### src/rtl/fact_pkg.sv
`default_nettype none
// ============================================================================
// Module      : fact_pkg
// Description : Shared definitions for the factorial control unit, its
//               datapath and the host bus wrapper: state encoding, operand
//               range limits, mux select encodings and the Moore output
//               decode used by the control unit.
// Revision    : 1.0 - initial release
// ============================================================================
package fact_pkg;

  // Default operand width and the largest operand whose factorial fits in
  // 32 bits (12! = 479001600, 13! overflows).
  localparam int N_W_DEFAULT = 4;
  localparam int MAX_N       = 12;

  // Multiplier operand mux (sel1) and register input mux (sel2) encodings.
  localparam logic SEL_ONE  = 1'b0;
  localparam logic SEL_CNT  = 1'b1;
  localparam logic SEL_PROD = 1'b1;

  typedef enum logic [2:0] {
    ST_IDLE  = 3'd0,
    ST_LOAD  = 3'd1,
    ST_CHECK = 3'd2,
    ST_MULT  = 3'd3,
    ST_DONE  = 3'd4,
    ST_ERR   = 3'd5
  } fact_state_t;

  // Bundle of every strobe the control unit drives.
  typedef struct packed {
    logic sel1;
    logic sel2;
    logic ld_reg;
    logic ld_count;
    logic en_count;
    logic buffer;
    logic busy;
    logic done;
    logic err;
  } fact_ctl_t;

  // Moore output decode: the strobes depend on the state alone.
  function automatic fact_ctl_t decode_state(input fact_state_t s);
    fact_ctl_t c;
    c = '0;
    case (s)
      ST_LOAD: begin
        c.ld_count = 1'b1;
        c.ld_reg   = 1'b1;
        c.sel1     = SEL_ONE;
        c.sel2     = SEL_ONE;
        c.busy     = 1'b1;
      end
      ST_CHECK: begin
        c.busy = 1'b1;
      end
      ST_MULT: begin
        c.sel1     = SEL_CNT;
        c.sel2     = SEL_PROD;
        c.ld_reg   = 1'b1;
        c.en_count = 1'b1;
        c.busy     = 1'b1;
      end
      ST_DONE: begin
        c.buffer = 1'b1;
        c.done   = 1'b1;
      end
      ST_ERR: begin
        c.err = 1'b1;
      end
      default: c = '0;
    endcase
    return c;
  endfunction

  // True for the states in which a computation is in progress.
  function automatic logic is_busy(input fact_state_t s);
    return (s == ST_LOAD) || (s == ST_CHECK) || (s == ST_MULT);
  endfunction

endpackage : fact_pkg
`default_nettype wire

### src/rtl/fact_cu.sv
`default_nettype none
// ============================================================================
// Module      : fact_cu
// Description : Control unit for the factorial datapath. Range-checks the
//               operand in IDLE, then sequences LOAD -> (CHECK, MULT)* ->
//               DONE with a 4-phase go/done handshake to the host.
//               Optional macro FACT_CYCLE_COUNT_EN adds a saturating
//               16-bit busy-cycle counter on output cycles.
// Revision    : 1.0 - initial release
// ============================================================================
module fact_cu
  import fact_pkg::*;
#(
  parameter int N_W = N_W_DEFAULT
) (
  input  logic           clk,
  input  logic           rst_n,
  input  logic           go,
  input  logic [N_W-1:0] factorial,
  input  logic           cnt_gt1,
  output logic           sel1,
  output logic           sel2,
  output logic           ld_reg,
  output logic           ld_count,
  output logic           en_count,
  output logic           buffer,
  output logic           busy,
  output logic           done,
  output logic           err
`ifdef FACT_CYCLE_COUNT_EN
  ,
  output logic [15:0]    cycles
`endif
);

  fact_state_t r_state;
  fact_state_t w_next;
  fact_ctl_t   r_ctl;
  logic        w_over_range;

  // Operand range check; only consulted while in IDLE.
  assign w_over_range = (32'(factorial) > 32'(MAX_N));

  // Next-state logic.
  always_comb begin
    w_next = r_state;
    case (r_state)
      ST_IDLE: begin
        if (go) begin
          w_next = w_over_range ? ST_ERR : ST_LOAD;
        end
      end
      ST_LOAD:  w_next = ST_CHECK;
      ST_CHECK: w_next = cnt_gt1 ? ST_MULT : ST_DONE;
      ST_MULT:  w_next = ST_CHECK;
      // Hold the result/error until the host drops go, so a go held high
      // cannot start a second run.
      ST_DONE:  w_next = go ? ST_DONE : ST_IDLE;
      ST_ERR:   w_next = go ? ST_ERR  : ST_IDLE;
      default:  w_next = ST_IDLE;
    endcase
  end

  // State register with outputs registered from the next-state decode, so
  // each output is glitch-free and changes together with the state.
  always_ff @(posedge clk) begin
    if (!rst_n) begin
      r_state <= ST_IDLE;
      r_ctl   <= '0;
    end else begin
      r_state <= w_next;
      r_ctl   <= decode_state(w_next);
    end
  end

  assign sel1     = r_ctl.sel1;
  assign sel2     = r_ctl.sel2;
  assign ld_reg   = r_ctl.ld_reg;
  assign ld_count = r_ctl.ld_count;
  assign en_count = r_ctl.en_count;
  assign buffer   = r_ctl.buffer;
  assign busy     = r_ctl.busy;
  assign done     = r_ctl.done;
  assign err      = r_ctl.err;

`ifdef FACT_CYCLE_COUNT_EN
  logic [15:0] r_cycles;

  // Busy-cycle counter: cleared entering LOAD, counts busy cycles,
  // saturates, and freezes in DONE/ERR/IDLE until the next LOAD.
  always_ff @(posedge clk) begin
    if (!rst_n) begin
      r_cycles <= '0;
    end else if (w_next == ST_LOAD) begin
      r_cycles <= '0;
    end else if (is_busy(r_state) && (r_cycles != 16'hFFFF)) begin
      r_cycles <= r_cycles + 16'd1;
    end
  end

  assign cycles = r_cycles;
`endif

  // The counter must never be loaded and decremented on the same edge.
  a_ld_en_excl : assert property (@(posedge clk) disable iff (!rst_n)
    !(ld_count && en_count));

  // A result and an error are never reported together.
  a_done_err_excl : assert property (@(posedge clk) disable iff (!rst_n)
    !(done && err));

endmodule : fact_cu
`default_nettype wire

### config.mk
export PLATFORM = sky130hd
export DESIGN_NAME = fact_cu
export DESIGN_NICKNAME = d
export VERILOG_FILES = /design/src/rtl/fact_pkg.sv /design/src/rtl/fact_cu.sv
export SDC_FILE = /design/constraint.sdc
export NUM_CORES = 1
export LEC_CHECK = 0
export ABC_AREA = 1
export CAP_MARGIN = 5
export CELL_PAD_IN_SITES_DETAIL_PLACEMENT = 2
export CELL_PAD_IN_SITES_GLOBAL_PLACEMENT = 2
export CORE_MARGIN = 1
export CORE_UTILIZATION = 19
export CTS_CLUSTER_DIAMETER = 200
export DETAILED_ROUTE_END_ITERATION = 6
export GPL_ROUTABILITY_DRIVEN = 0
export PLACE_DENSITY_LB_ADDON = 0.1
export SLEW_MARGIN = 25
export SYNTH_ARGS = -nofsm -noshare
export SYNTH_HDL_FRONTEND = slang
export SYNTH_SLANG_ARGS = --single-unit
export TNS_END_PERCENT = 20
### constraint.sdc
create_clock -name clk -period 1.07 [get_ports clk]
set_clock_uncertainty 0.05 [all_clocks]
set_input_delay 0.107 -clock clk [delete_from_list [all_inputs] [get_ports clk]]
set_output_delay 0.107 -clock clk [all_outputs]
set_load 0.01 [all_outputs]
After elaboration in Yosys (flattened, before gate mapping)
Cells that the tools add are included.

Magnitude comparators: 1. Equal/unequal tests: 10. Muxes and demuxes: 12. Reduce and logical (&&, ||, !) cells: 3.

Operators by type and width (number): 3-bit 2-to-1 mux (5); 3-bit case mux with 5 select lines (1); 3-bit by 2-bit == test with 1-bit output (second input constant) (4); 3-bit == test (second input constant) (4); 3-bit by 1-bit == test with 1-bit output (second input constant) (2); 3-bit case mux with 2 select lines (1); 1-bit 2-to-1 mux (5); 4-bit > comparator (second input constant) (1); 3-bit logical NOT (1); 3-bit OR reduction (1); 2-bit OR reduction (1).

Logic and storage cells: 35. Register bits: 11. Input port bits: 8. Output and inout bits: 9.

Depth between registers and ports, before layout
Gate-level depths: netlist of the first run.

Depth in word-level cells: 7. Mapped depth: 7. Gate-level depth less buffers: 7.

Worst setup path before layout of the first run
OpenSTA, ideal clock, no wires.

Path type: reg2reg. From: reg r_state[1]. To: reg r_ctl (netlist bit busy). Required time: 0.905 ns. Library setup time: 0.115 ns. Period minus slack after synthesis: 0.927 ns. Setup slack: 0.143 ns. Arrival: 0.762 ns. Path buffers: 0. Stages on the path, launching flop included: 8. Cell sequence: dfxtp_1 -> inv_1 -> nand2_2 -> inv_2 -> nand3_1 -> nand2_1 -> nor2_1 -> nor2_1.

Longest elaborated chain between the ends: 6. Elaborated cells between the ends (all ways): 14. Classes of those cells: eq/ne (8); mux (3); reduce/logical (3).

RTL lines: start: declaration (RTL line fact_cu.sv:36) `fact_state_t r_state;`; start signal: assignment (RTL line fact_cu.sv:71) `r_state <= w_next;`; 3-bit by 2-bit == test with 1-bit output or 3-bit by 1-bit == test with 1-bit output (tied branches) (RTL line fact_cu.sv:47) `case (r_state)`; 2-bit OR reduction (no source line); 3-bit case mux with 5 select lines (*) (RTL line fact_cu.sv:47); 3-bit by 2-bit == test with 1-bit output or 3-bit by 1-bit == test with 1-bit output (tied branches) (RTL line fact_pkg.sv:48) `case (s)`; 3-bit OR reduction (no source line) (*); 1-bit 2-to-1 mux (*) (RTL line fact_pkg.sv:48); end signal: assignment (RTL line fact_cu.sv:72) `r_ctl <= decode_state(w_next);`; end: declaration (RTL line fact_cu.sv:38) `fact_ctl_t r_ctl;`.

Mark *: on every way between the ends. The rest lies on a longest branch, timed or not. A chain may end at the register's enable or synchronous reset.

Worst setup path in the final report of the first run
From: reg r_state[0]. To: reg r_ctl (netlist bit busy).

Same word-level chain as after synthesis.

==> flow_summary.json, run 1 <==
{
  "yosysTopAreaCellShare": 0.482,
  "rsz0062_at_grt": "yes",
  "syn_area_sq_um": 374,
  "regMostFlops": "r_state",
  "drv_cap": 0,
  "drt_pass1_iterations": 2,
  "viasPerCell": 3.90,
  "crit_type": "reg -> reg",
  "rrSetupSlack_ns": 0.06,
  "synthTopCellsByCount": "nor2_1 (11), nand2_1 (10), dfxtp_1 (9), inv_1 (6), nand3_1 (4)",
  "synth_fp_nets": 60,
  "min_period_ns": 1.01,
  "p_int_mw": 0.581,
  "ys_seq_elements": 9,
  "clkTransAtPathRegs_ns": 0.05,
  "io_pins": 17,
  "switchingPower_mw": 0.203,
  "p_clk_frac": 0.320,
  "n_antenna_cell": 0,
  "remaining_drc_errors": 0,
  "grt_pass1_vias": 385,
  "yosys-top-cells-area": "dfxtp_1 (48%), nor2_1 (11%), nand2_1 (10%), buf_4 (6.0%), inv_1 (6.0%)",
  "p_total_mw": 0.783,
  "grt_max_degree": 6,
  "clock.fmax_ghz": 0.990,
  "post-synth-top-count-cell": "nor2_1",
  "peakVddDrop_mv": 0.693,
  "pwr-share-seq": 0.477,
  "end_kind": "flop",
  "antenna_found_initial": 0,
  "largest_reg_flops": 3,
  "regToRegStartpoint": "r_state[0]$_SDFF_PN0_",
  "area_delta_synth_final_pct": 58.2,
  "ys_seq_area_frac": 0.482,
  "ctsHtreeMaxLevel": 1,
  "pre_cts_ws_ns": -0.148,
  "synth_area_per_cell_sq_um": 7.19,
  "postCtsSetupRepairBufs": 0,
  "die_area_sq_um": 2150,
  "p_per_area_nw_per_um2": 1320,
  "ant_nets": 0,
  "worst_pin_slew_ns": 0.152,
  "ys_types": 13,
  "synthArstFlopShare": 0,
  "grt_first_pass_wirelength_um": 1570,
  "grt_use_total": 0.109,
  "die_w_um": 46.4,
  "fp.coreArea_sq_um": 1780,
  "status": "complete, no violations",
  "crit_fanout": 3,
  "drive_gt1_frac": 0.197,
  "ctsLongestPathBuffers": 2,
  "rows": 15,
  "rr_endpoint": "busy$_SDFF_PN0_",
  "drt_wl_total_um": 946,
  "hpwl_um": 796,
  "reg2reg_depth": 6,
  "wl_per_cell_um": 9.85,
  "final_core_util": 0.332,
  "vias": 374,
  "port_buffers": 16,
  "required_ns": 1.16,
  "pwr-share-comb": 0.203,
  "finalSetupViolCount": 0,
  "start_util": 0.210,
  "hold_end": "sel1$_SDFF_PN0_",
  "syn_inst": 52,
  "crit_path_start_kind": "flop",
  "place_inst": 92,
  "final-hold-violation-count": 0,
  "leakage_nw": 0.312,
  "holdCritPathClass": "in -> reg",
  "cts-root-buf": "clkbuf_4",
  "synth_edf_count": 0,
  "drv_slew": 0,
  "fin_nets": 80,
  "clkLatencyLatePin_ns": 0.25,
  "die_h_um": 46.4,
  "hold_buffers": 0,
  "holdCritStartpoint": "cnt_gt1",
  "n_fill_cell": 227,
  "slew_headroom": 0.898,
  "grt_overflow": 0,
  "cts_made_buffers": 3,
  "arrival_ns": 1.10,
  "synth_top_cell_by_area": "dfxtp_1",
  "setup_tns_ns": 0,
  "fin_ws_ns": 0.0600,
  "synth-main-ff-cell": "dfxtp_1",
  "drt_iter0_drc": 2,
  "cts_sinks": 9,
  "p_sw_frac": 0.259,
  "synth_warnings": 0,
  "hold_depth": 3,
  "min_period_over_period": 0.944,
  "finalNonFillerCells": 96,
  "tritoncts": "done"
}
## critical path: stages (launching register included)
cell	delay (ns)
dfxtp_4	0.36
inv_2	0.05
nand2_1	0.04
nor2_1	0.09
nand2_1	0.08
nand4_1	0.15
nor2_1	0.08
## final cells by class
cell class / count / area, sq um / share of cell area
Multi-Input combinational cell: 32 / 154 / 0.260
Inverter: 8 / 30.0 / 0.0507
Clock buffer: 4 / 26.3 / 0.0444
Timing Repair Buffer: 18 / 164 / 0.277
Sequential cell: 9 / 186 / 0.315
Tap cell: 25 / 31.3 / 0.0529
## cells in the final DEF (no fill, tap or decap), types with 2 or more instances in the layout
| cell type | Yosys | final |
|---|---|---|
| nor2_1 | 11 | 11 |
| nand2_1 | 10 | 9 |
| dlygate4sd2_1 | 0 | 9 |
| clkdlybuf4s50_1 | 0 | 7 |
| inv_1 | 6 | 6 |
| dfxtp_1 | 9 | 6 |
| nand3_1 | 4 | 3 |
| clkbuf_4 | 0 | 3 |
| nand2_2 | 1 | 2 |
| inv_2 | 2 | 2 |
| nand4_1 | 2 | 2 |
| buf_4 | 3 | 2 |
| dfxtp_2 | 0 | 2 |
## through the flow
step                cell area [sq um]  hold WS, ns
detailed placement                558        0.631
finish                            592        0.488
global placement                  558        0.641
global route                      592        0.501
floorplan                         374        0.191
CTS                               573        0.485
## worst max path at each step
stage | from | to | slack, ns | cells past startpoint
6_report | r_state[0]$_SDFF_PN0_ | busy$_SDFF_PN0_ | 0.06 | 6
5_1_grt | r_state[0]$_SDFF_PN0_ | busy$_SDFF_PN0_ | -0.06 | 6
4_1_cts | r_state[0]$_SDFF_PN0_ | done$_SDFF_PN0_ | 0.004 | 5
3_5_place_dp | cnt_gt1 | done$_SDFF_PN0_ | -0.15 | 6
3_3_place_gp | go | ld_count$_SDFF_PN0_ | -0.15 | 6
2_1_floorplan | r_state[1]$_SDFF_PN0_ | busy$_SDFF_PN0_ | 0.14 | 7
## what timing repair did
item / in CTS / in global routing
pin swaps: 1 / 2
setup endpoints to repair: 10 / 9
hold endpoints to repair: 0 / 0
gates resized for setup: 9 / 7
## routing by layer
metal / part of all wire / up-vias / wire length (um) / GRT usage
li1: - / 194 / - / -
met1: 0.46 / 172 / 436 / 0.124
met2: 0.49 / 8 / 467 / 0.172
met3: 0.044 / 0 / 42 / 0.0588
met4: 0 / 0 / 0 / 0.0353
met5: 0 / - / 0 / 0
## logic make-up (layout without fill, tap and decap cells)
group	Yosys count	after routing	share of synthesized area
buffers and inverters	11	30	0.140
flip-flops	9	9	0.482
AO/OA/AOI/OAI	1	1	0.0134
AND/OR/NAND/NOR	31	31	0.365
## power groups by stage
stage                     combinational [mW]  sequential, mW  clock (mW)
after floorplan                       0.0741           0.385           0
after global placement                 0.168           0.379           0
after detailed placement               0.166           0.380           0
after CTS                              0.156           0.371       0.268
after global routing                   0.182           0.377       0.291
final                                  0.159           0.374       0.251
Note: power is estimated with default switching activity, not from simulation.
==> inputs of run 2 (changes only) <==
Settings changed: CORE_MARGIN 1 to 4, CORE_UTILIZATION 19 to 17.
Clock period 1.07 ns to 0.8 ns, I/O delays scaled along.
==> run 2 against run 1 <==
The run now ends with negative setup slack left. Register-to-register slack worse by 0.28 ns. Worst setup slack got worse by 0.28 ns. Sequential cell count is the same. Combinational power up 58%. Worst hold slack worse by 0.057 ns.
==> flow_summary.json, run 2 (synthesized netlist as in run 1, its figures left out) <==
{
  "slew_headroom": 0.887,
  "final_core_util": 0.317,
  "finalSetupViolCount": 18,
  "reg2reg_depth": 4,
  "wl_per_cell_um": 11.4,
  "rrSetupSlack_ns": -0.22,
  "crit_fanout": 3,
  "drt_iter0_drc": 3,
  "drt_pass1_iterations": 2,
  "p_per_area_nw_per_um2": 1750,
  "grt_overflow": 0,
  "die_w_um": 54.9,
  "critPathLaunch": "r_state[0]$_SDFF_PN0_",
  "n_fill_cell": 241,
  "pre_cts_ws_ns": -0.402,
  "worst_pin_slew_ns": 0.170,
  "largest_reg_flops": 3,
  "fin_ws_ns": -0.220,
  "leakage_nw": 0.299,
  "min_period_ns": 1.02,
  "arrival_ns": 1.13,
  "regToRegStartpoint": "r_state[0]$_SDFF_PN0_",
  "port_buffers": 16,
  "peakVddDrop_mv": 0.802,
  "ant_nets": 0,
  "seq_area_sq_um": 190,
  "antenna_found_initial": 0,
  "remaining_drc_errors": 0,
  "ctsLongestPathBuffers": 2,
  "rows": 16,
  "hold_depth": 3,
  "die_h_um": 54.9,
  "fin_nets": 79,
  "rr_endpoint": "done$_SDFF_PN0_",
  "multi_input_area_sq_um": 208,
  "setup_tns_ns": -1.89,
  "drv_slew": 0,
  "grt_pass1_vias": 405,
  "end_kind": "flop",
  "clkLatencyLatePin_ns": 0.26,
  "placed_cell_area_sq_um": 568,
  "fin_area_sq_um": 642,
  "clock.fmax_ghz": 0.980,
  "tritoncts": "done",
  "area_delta_synth_final_pct": 71.6,
  "holdCritStartpoint": "rst_n",
  "die_area_sq_um": 3020,
  "clkTransAtPathRegs_ns": 0.07,
  "cts_made_buffers": 3,
  "grt_use_total": 0.0846,
  "fp.coreArea_sq_um": 2020,
  "holdCritPathClass": "in -> reg",
  "hold_end": "r_state[2]$_SDFF_PN0_",
  "ctsHtreeMaxLevel": 1,
  "start_util": 0.185,
  "grt_first_pass_wirelength_um": 1720,
  "cts_sinks": 9,
  "status": "finished with violations",
  "cts-root-buf": "clkbuf_4",
  "crit_path_start_kind": "flop",
  "io_pins": 17,
  "hold_buffers": 0,
  "grt_max_degree": 6,
  "drive_gt1_frac": 0.571,
  "drt_wl_total_um": 1100,
  "hpwl_um": 853,
  "violations": "negative setup slack",
  "required_ns": 0.91,
  "crit_type": "reg -> reg",
  "final-hold-violation-count": 0,
  "n_antenna_cell": 0,
  "drv_cap": 0,
  "viasPerCell": 3.78,
  "min_period_over_period": 1.28,
  "rsz0062_at_grt": "yes",
  "vias": 367,
  "final_cell_mix": "nor2_1 (7), clkdlybuf4s50_1 (7), nand2_2 (6)",
  "regMostFlops": "r_state"
}
run 2: cell count changes in the layout (fill, tap and decap cells not counted), sizes merged:
| cell | before | now |
|---|---|---|
| buf | 2 | 10 |
| dlygate4sd2 | 9 | 0 |
run 2: stage by stage:
| step | total power [mW] | hold WS, ns | instances |
|---|---|---|---|
| 6_report | 1.12 | 0.431 | 97 |
| 5_1_grt | 1.21 | 0.466 | 97 |
| 4_1_cts | 1.10 | 0.416 | 97 |
| 3_5_place_dp | 0.740 | 0.493 | 92 |
| 3_3_place_gp | 0.741 | 0.500 | 92 |
| 2_1_floorplan | 0.632 | 0.164 | 52 |
run 2: where the power goes:
group	total (mW)	internal, mW	switching [mW]
Combinational	0.252	0.123	0.129
Sequential	0.507	0.483	0.0240
Clock	0.362	0.193	0.169
run 2: timing repair:
action                                  CTS  global route
pin swaps                                 1             5
endpoints found under the setup margin   18            18
gates resized for setup                  41            19
endpoints found under the hold margin     0             0
setup buffers                             1             0
run 2: per-layer routing:
metal  part of all wire  wire, um  global-route usage  vias up
li1                   -         -                   -      189
met1               0.44       486              0.0871      170
met2               0.51       560               0.140        8
met3              0.050        55              0.0483        0
met4                  0         0              0.0364        0
met5                  0         0                   0        -
run 2: how the worst max path moves through the flow:
stage               slack, ns                  end  cells past startpoint
floorplan               -0.09  ld_count$_SDFF_PN0_                      6
global placement        -0.40  ld_count$_SDFF_PN0_                      6
detailed placement      -0.40  ld_count$_SDFF_PN0_                      6
CTS                     -0.21      done$_SDFF_PN0_                      7
global route            -0.30       err$_SDFF_PN0_                      5
finish                  -0.22      done$_SDFF_PN0_                      4
run 2: cell type report:
class,instances,share of cell area
Clock buffer,4,0.0409
Inverter,8,0.0468
Multi-Input combinational cell,32,0.324
Sequential cell,9,0.296
Tap cell,27,0.0526
Timing Repair Buffer,17,0.240
run 2: critical path, cell delays in order, from the launching register on:
cell     delay [ns]
dfxtp_4        0.37
inv_2          0.04
or2_1          0.27
nand4_1        0.13
nor2_2         0.05
==> inputs of run 3 (changes only) <==
Settings changed: CAP_MARGIN 5 to 10, SETUP_SLACK_MARGIN set to 0.4.
==> results of run 3 <==
Same layout as run 2: the final DEF is identical, and so are final timing and power.
